`src/rtl/aes_pkg.sv`:
```
// aes_pkg: shared AES datapath constants and the AddRoundKey sequencer states
package aes_pkg;
    localparam int AES_WORD_W = 32;
    localparam int AES_NB = 4;
    typedef enum logic {S_KEY, S_DATA} ark_state_t;
endpackage

```
`src/rtl/add_round_key_seq_if.sv`:
```
// add_round_key_seq_if: key, state-in and state-out valid/ready channels of the AddRoundKey engine
interface add_round_key_seq_if #(parameter int WORD_W = aes_pkg::AES_WORD_W);
    logic              key_valid, key_ready, key_hold;
    logic              in_valid, in_ready;
    logic              out_valid, out_ready, out_last;
    logic [WORD_W-1:0] key_word, state_in, state_out;
    modport master (
        output key_valid, key_word, key_hold, in_valid, state_in, out_ready,
        input  key_ready, in_ready, out_valid, state_out, out_last
    );
    modport slave (
        input  key_valid, key_word, key_hold, in_valid, state_in, out_ready,
        output key_ready, in_ready, out_valid, state_out, out_last
    );
endinterface

```
`src/rtl/ark_key_buf.sv`:
```
// ark_key_buf: NB-entry round-key register file with one write port and one combinational read port
module ark_key_buf #(
    parameter int WORD_W = 32,
    parameter int NB = 4,
    parameter int CNT_W = $clog2(NB)
) (
    input  logic              clk,
    input  logic              rst,
    input  logic              we_i,
    input  logic [CNT_W-1:0]  wr_idx_i,
    input  logic [WORD_W-1:0] wr_data_i,
    input  logic [CNT_W-1:0]  rd_idx_i,
    output logic [WORD_W-1:0] rd_data_o
);
    logic [WORD_W-1:0] mem_q [NB];
    always_ff @(posedge clk or posedge rst)
        if (rst) mem_q <= '{default: '0};
        else if (we_i) mem_q[wr_idx_i] <= wr_data_i;
    assign rd_data_o = mem_q[rd_idx_i];
endmodule

```
`src/rtl/add_round_key_seq.sv`:
```
// add_round_key_seq: buffers a round key word by word, then XORs streamed state words with it through one register stage
module add_round_key_seq
    import aes_pkg::*;
#(
    parameter int WORD_W = AES_WORD_W,
    parameter int NB = AES_NB
) (
    input logic clk,
    input logic rst,
    add_round_key_seq_if.slave bus
);
    localparam int CNT_W = $clog2(NB);
    ark_state_t        state_q, state_d;
    logic [CNT_W-1:0]  key_idx_q, key_idx_d, col_q, col_d;
    logic              out_valid_q, out_valid_d, out_last_q, out_last_d;
    logic [WORD_W-1:0] state_out_q, state_out_d, key_rd;
    logic              key_ready, in_ready, key_hs, in_hs, out_hs, key_last, col_last;
    assign key_ready = state_q == S_KEY;
    assign in_ready  = state_q == S_DATA && (!out_valid_q || bus.out_ready);
    assign key_hs    = bus.key_valid && key_ready;
    assign in_hs     = bus.in_valid && in_ready;
    assign out_hs    = out_valid_q && bus.out_ready;
    assign key_last  = key_idx_q == CNT_W'(NB - 1);
    assign col_last  = col_q == CNT_W'(NB - 1);
    ark_key_buf #(.WORD_W(WORD_W), .NB(NB), .CNT_W(CNT_W)) u_key_buf (
        .clk      (clk),
        .rst      (rst),
        .we_i     (key_hs),
        .wr_idx_i (key_idx_q),
        .wr_data_i(bus.key_word),
        .rd_idx_i (col_q),
        .rd_data_o(key_rd)
    );
    always_ff @(posedge clk or posedge rst)
        if (rst) begin
            state_q     <= S_KEY;
            key_idx_q   <= '0;
            col_q       <= '0;
            out_valid_q <= 1'b0;
            out_last_q  <= 1'b0;
            state_out_q <= '0;
        end else begin
            state_q     <= state_d;
            key_idx_q   <= key_idx_d;
            col_q       <= col_d;
            out_valid_q <= out_valid_d;
            out_last_q  <= out_last_d;
            state_out_q <= state_out_d;
        end
    // Counters wrap explicitly at NB-1 so non-power-of-2 NB never reaches an unused index
    always_comb begin
        key_idx_d   = key_hs ? (key_last ? '0 : key_idx_q + 1'b1) : key_idx_q;
        col_d       = in_hs ? (col_last ? '0 : col_q + 1'b1) : col_q;
        state_d     = (key_hs && key_last) ? S_DATA :
                      (in_hs && col_last && !bus.key_hold) ? S_KEY : state_q;
        out_valid_d = in_hs ? 1'b1 : out_hs ? 1'b0 : out_valid_q;
        out_last_d  = in_hs ? col_last : out_last_q;
        state_out_d = in_hs ? bus.state_in ^ key_rd : state_out_q;
    end
    assign bus.key_ready = key_ready;
    assign bus.in_ready  = in_ready;
    assign bus.out_valid = out_valid_q;
    assign bus.out_last  = out_last_q;
    assign bus.state_out = state_out_q;
endmodule

```
`src/flat_wrapper.sv`:
```
// flat-port wrapper written by rule: the top's interface ports become plain ports
module add_round_key_seq_flat import aes_pkg::*;
#(
    parameter int WORD_W = AES_WORD_W,
    parameter int NB = AES_NB
)
  (clk, rst, bus_key_valid, bus_key_word, bus_key_hold, bus_in_valid, bus_state_in, bus_out_ready, bus_key_ready, bus_in_ready, bus_out_valid, bus_state_out, bus_out_last);
  add_round_key_seq_if #(.WORD_W(WORD_W)) bus_i ();
  input logic clk;
  input logic rst;
  input wire logic [$bits(bus_i.key_valid)-1:0] bus_key_valid;
  input wire logic [$bits(bus_i.key_word)-1:0] bus_key_word;
  input wire logic [$bits(bus_i.key_hold)-1:0] bus_key_hold;
  input wire logic [$bits(bus_i.in_valid)-1:0] bus_in_valid;
  input wire logic [$bits(bus_i.state_in)-1:0] bus_state_in;
  input wire logic [$bits(bus_i.out_ready)-1:0] bus_out_ready;
  output wire logic [$bits(bus_i.key_ready)-1:0] bus_key_ready;
  output wire logic [$bits(bus_i.in_ready)-1:0] bus_in_ready;
  output wire logic [$bits(bus_i.out_valid)-1:0] bus_out_valid;
  output wire logic [$bits(bus_i.state_out)-1:0] bus_state_out;
  output wire logic [$bits(bus_i.out_last)-1:0] bus_out_last;
  assign bus_i.key_valid = bus_key_valid;
  assign bus_i.key_word = bus_key_word;
  assign bus_i.key_hold = bus_key_hold;
  assign bus_i.in_valid = bus_in_valid;
  assign bus_i.state_in = bus_state_in;
  assign bus_i.out_ready = bus_out_ready;
  assign bus_key_ready = bus_i.key_ready;
  assign bus_in_ready = bus_i.in_ready;
  assign bus_out_valid = bus_i.out_valid;
  assign bus_state_out = bus_i.state_out;
  assign bus_out_last = bus_i.out_last;
  add_round_key_seq #(.WORD_W(WORD_W), .NB(NB)) u_core (.clk(clk), .rst(rst), .bus(bus_i));
endmodule
```
`config.mk`:
```
export PLATFORM = sky130hd
export DESIGN_NAME = add_round_key_seq_flat
export DESIGN_NICKNAME = d
export VERILOG_FILES = /design/src/rtl/aes_pkg.sv /design/src/rtl/add_round_key_seq_if.sv /design/src/rtl/ark_key_buf.sv /design/src/rtl/add_round_key_seq.sv /design/src/flat_wrapper.sv
export SDC_FILE = /design/constraint.sdc
export NUM_CORES = 1
export LEC_CHECK = 0
export BUFFER_PORTS_ARGS = -buffer_cell sky130_fd_sc_hd__buf_4
export CORE_ASPECT_RATIO = 0.75
export CORE_MARGIN = 2
export CORE_UTILIZATION = 25
export DETAILED_ROUTE_END_ITERATION = 7
export GPL_TIMING_DRIVEN = 0
export HOLD_SLACK_MARGIN = 0.08
export PLACE_DENSITY_LB_ADDON = 0.08
export SETUP_SLACK_MARGIN = 0.1
export SLEW_MARGIN = 25
export SYNTH_ARGS = -nofsm -noshare
export SYNTH_HDL_FRONTEND = slang
export SYNTH_SLANG_ARGS = --single-unit
```
`constraint.sdc`:
```
create_clock -name clk -period 13.2 [get_ports clk]
set_clock_uncertainty 0.1 [all_clocks]
set_input_delay 3.3 -clock clk [delete_from_list [all_inputs] [get_ports clk]]
set_output_delay 3.3 -clock clk [all_outputs]
set_load 0.01 [all_outputs]
```
## After elaboration in Yosys (flattened, before gate mapping)

Cells that the tools add are included.

| word-level totals | value |
|---|---|
| bits of input ports | 70 |
| output and inout port bits | 36 |
| flip-flop bits (word level) | 167 |
| logic and storage cells | 46 |

| operators by class | value |
|---|---|
| muxes and demuxes | 12 |
| add/subtract/negate cells | 2 |
| eq/ne operators | 2 |
| reductions and logical operators | 13 |
| magnitude comparators | 3 |
| bitwise gates (word level) | 4 |

Operators by type and width:

| kind | count |
|---|---|
| 128-bit bitwise mux | 1 |
| 32-bit two-way mux | 3 |
| 32-bit binary-select mux with 2-bit select | 1 |
| 32-bit demux with 2-bit select | 1 |
| 32-bit XOR | 1 |
| 1-bit logical AND | 8 |
| 3-bit >= comparator (second input constant) | 2 |
| 2-bit NOT with 3-bit output | 2 |
| 2-bit by 1-bit adder with 2-bit output (second input constant) | 2 |
| 2-bit == test (second input constant) | 2 |
| 1-bit two-way mux | 4 |
| 2-bit two-way mux | 2 |
| 2-bit nonzero test | 2 |
| 3-bit by 1-bit less-than comparator with 1-bit output (second input constant) | 1 |
| 1-bit logical NOT | 2 |
| 1-bit logical OR | 1 |
| 1-bit NOT | 1 |

## Longest topological paths before layout

| logic depth | value |
|---|---|
| depth after elaboration | 8 |
| mapped depth | 5 |

## By module

Synthesis repeated with hierarchy kept, for this count alone.

| second synthesis, totals | value |
|---|---|
| cell total of the unflattened synthesis | 440 |
| area total of the unflattened synthesis | 7,489.7 um^2 |

By module, submodules not included:

| module | instances | area an instance (um^2) | cells an instance |
|---|---|---|---|
| ark_key_buf | 1 | 5,521.5 | 313 |
| add_round_key_seq | 1 | 1,968.1 | 127 |

## Least setup slack after synthesis

Ideal clock, no wire load.

| timing path | value |
|---|---|
| path kind | input port to output port |
| start | in bus_out_ready |
| end | out bus_in_ready |
| data arrival time | 3.635 ns |
| data required time | 9.800 ns |
| path slack | 6.165 ns |
| stages | 2 |
| path buffers | 0 |
| cell sequence | nand2b_1 > and2_1 |

| between the ends | value |
|---|---|
| longest elaborated chain between the ends | 2 |

RTL lines:

| element | RTL line | text |
|---|---|---|
| start: declaration | flat_wrapper.sv:16 | `input wire logic [$bits(bus_i.out_ready)-1:0] bus_out_ready;` |
| 1-bit logical OR | add_round_key_seq.sv:19 | `assign in_ready = state_q == S_DATA && (!out_valid_q \|\| bus.out_ready);` |
| 1-bit logical AND | add_round_key_seq.sv:19 |  |
| end: declaration | flat_wrapper.sv:18 | `output wire logic [$bits(bus_i.in_ready)-1:0] bus_in_ready;` |

No other way between the ends.

## Final worst setup path

Ends and elaborated chain as after synthesis.

==> flow_metrics.tcl <==
set metrics [dict create \
    n_antenna_cell 0 \
    post-dp-hpwl_mm 11.94 \
    nFillCells 2927 \
    rsz0062_at_grt "no" \
    synthAdderAreaFrac_pct 0.8476 \
    post_cts_resized 0 \
    muxShareOfSynthArea_pct 34.84 \
    synth_top_area_share_pct 56.62 \
    cp_num_buf_inv 2 \
    synthTopCellsByCount "167 x dfrtp_1, 163 x mux2_2, 32 x xor2_1" \
    start_util_pct 25.40 \
    crit_required_ns 9.80 \
    hp-class "reg2reg" \
    path_cells "buf_4 > nand2b_1 > and2_1 > buf_4" \
    async_flop_share_pct 100.0 \
    yosysTopAreaCell "dfrtp_1" \
    clk_pin_slew_worst_paths_ns 0.06 \
    fmax_ghz 0.1374 \
    gp_congestion 0.6550 \
    layout_min_cycle_time_ns 7.276 \
    synthFlopType "dfrtp_1" \
    viasPerCell 4.297 \
    drtIter0Drc 75 \
    vias 4185 \
    drt_first_pass_iters 5 \
    die_w_um 202.4 \
    worstSetupPathType "in2out" \
    drc 0 \
    synthXorXnorAreaFrac_pct 3.797 \
    cts_tree "yes" \
    grt_max_degree 91 \
    routed_wl_mm 17.80 \
    crit_slowest_cell "nand2b_1" \
    wl_per_cell_um 18.28 \
    synth_area_um2 7381 \
    yosysSeqAreaShare_pct 56.62 \
    cpMostUsedCell "buf_4" \
    status "complete, no violations" \
    synthSimpleGateAreaFrac_pct 0.7459 \
    grt.total_usage_pct 12.22 \
    peakVddDrop_mv 0.1023 \
    max-clock-path-buffers 2 \
    slowest_delay_ns 0.17 \
    cts.sinks 167 \
    fp-row-count 54 \
    antenna_found_initial 0 \
    finalSetupViolations 0 \
    grt-ovfl-total 0 \
    netlist_instances 447 \
    p_per_area_nw_per_um2 249.5 \
    cp_top_family "simple AND/OR/NAND/NOR gates" \
    synth_most_common_cell "dfrtp_1" \
    ys_ff_latch 167 \
    drive_gt1_share_pct 60.14 \
    cellLeakagePower_nw 4.092 \
    core_um2 29050 \
    cp_max_fo 4 \
    worst_pin_slew_ns 0.5981 \
    critPathCaptureType "output pin" \
    area_growth_syn_to_layout_pct 25.60 \
    synth_compound_area_share_pct 0.4238 \
    ant_nets 0 \
    slew_headroom_pct 60.12 \
    cts_made_buffers 17 \
    grt_pass1_wl_mm 28.16 \
    post_cts_buffers 0 \
    arrival_ns 3.88 \
    h-tree-depth 4 \
    synth_area_leaders "dfrtp_1 57%, mux2_2 25%, mux4_2 8.5%" \
    cts-root-buf "clkbuf_16" \
    yosysUniqueCellTypes 20 \
    ios 106 \
    yosysWarnings 0 \
    syn-num-nets 522 \
    power_w 0.002312 \
    hold_viol 0 \
    clk_latency_ns 0.43 \
    finalSetupTns_ns 0 \
    maxCapViolations 0 \
    synth_top_family_by_area "multiplexers" \
    postCtsHoldBufs 0 \
    port_buffers 105 \
    avgSynthCellArea_um2 16.51 \
    start_kind "input port" \
    dieArea_um2 30930 \
    slew_violations 0 \
    die_h_um 152.8 \
    grt_pass1_vias 4766 \
    synth_edf_count 0 \
    period_share_pct 55.12 \
    nNetsFinal 647 \
]
## layout make-up
| class | instances | area, µm² | share of cell area [%] |
|---|---|---|---|
| inverters | 6 | 30.03 | 0.3239 |
| multi-input cells | 249 | 3000 | 32.37 |
| flip-flops and latches | 167 | 4179 | 45.08 |
| plain buffers | 25 | 178.9 | 1.930 |
| clock buffers | 20 | 446.7 | 4.818 |
| well taps | 392 | 490.5 | 5.291 |
| repair buffers | 106 | 815.8 | 8.800 |
| clock inverters | 9 | 128.9 | 1.390 |
## flip-flops by register name, summed over array words and instances, names as in the netlist
signal / flops
u_core.bus.state_out: 32
u_core.state_q: 1
u_core.col_q: 2
u_core.bus.out_last: 1
u_core.key_idx_q: 2
u_core.u_key_buf.mem_q: 128
u_core.bus.out_valid: 1
## kinds of logic (layout without fill, tap and decap cells)
logic type	after synthesis	after routing
XOR/XNOR	32	32
AO/OA/AOI/OAI	5	5
flip-flops	167	167
AND/OR/NAND/NOR	12	12
multiplexers	195	195
adder cells (fa/ha/maj)	5	5
buffers and inverters	31	166
## routing by layer
| layer | global-route usage [%] | part of all wire, % | vias to the layer above |
|---|---|---|---|
| met1 | 16.37 | 47 | 2227 |
| met5 | 0 | 0 | - |
| li1 | - | - | 1871 |
| met4 | 4.206 | 1.6 | 0 |
| met2 | 18.84 | 47 | 68 |
| met3 | 3.614 | 3.8 | 19 |
## per-stage QoR
step	std cells	cell area [µm²]	setup slack [ns]	utilization [%]	hold WS, ns
floorplan	447	7381	5.282	-	0.3703
global placement	944	8660	3.190	29.81	0.3797
detailed placement	945	8695	5.927	29.93	0.3868
CTS	974	9270	5.927	31.91	0.4010
global route	974	9270	5.884	31.91	0.4127
finish	974	9270	5.924	31.91	0.3960
## power breakdown
part | switching, W | internal [W] | total [W]
sequential | 0.000124 | 0.000775 | 0.000899
clock | 0.000207 | 0.000299 | 0.000505
combinational | 0.000359 | 0.000549 | 0.000908
## cell usage in the layout (no fill, tap or decap)
cell type,netlist,final
nand2b_1,1,1
mux4_1,4,4
nor2_1,2,2
clkinv_4,0,1
buf_4,1,106
dfrtp_1,167,167
clkbuf_8,0,1
clkbuf_16,0,17
a21o_1,1,1
ha_1,5,5
xor2_1,32,32
mux2_2,163,163
clkinvlp_4,0,2
nor2b_1,1,1
and3_1,1,1
nand2_1,6,6
inv_8,0,1
buf_16,0,1
buf_12,3,3
a41oi_1,1,1
and2_1,1,1
clkinv_2,0,3
mux4_2,28,28
buf_2,20,20
inv_1,6,5
bufinv_16,0,3
clkbuf_1,0,2
o21ai_0,3,3
buf_6,1,1
## path summary, 6_finish.rpt
check / startpoint / endpoint / slack, ns / cells after the start
max: bus_out_ready / bus_in_ready / 5.92 / 4
min: u_core.u_key_buf.mem_q[55] / u_core.u_key_buf.mem_q[55] / 0.40 / 1
max reg2reg: u_core.bus.out_valid / u_core.bus.state_out[5] / 11.27 / 5
min reg2reg: u_core.u_key_buf.mem_q[55] / u_core.u_key_buf.mem_q[55] / 0.40 / 1
max in group asynchronous: rst / u_core.u_key_buf.mem_q[64] / 9.30 / 3
min in group asynchronous: rst / u_core.bus.state_out[23] / 2.81 / 2
## worst reg2reg max path, delay by kind of cell, from the launching register on
| kind | cells | cell delay [ns] |
|---|---|---|
| simple gates | 2 | 0.28 |
| buf+inv | 2 | 0.66 |
| mux | 1 | 0.38 |
| flops | 1 | 0.39 |
No activity file was read; power rests on OpenSTA's default activity.
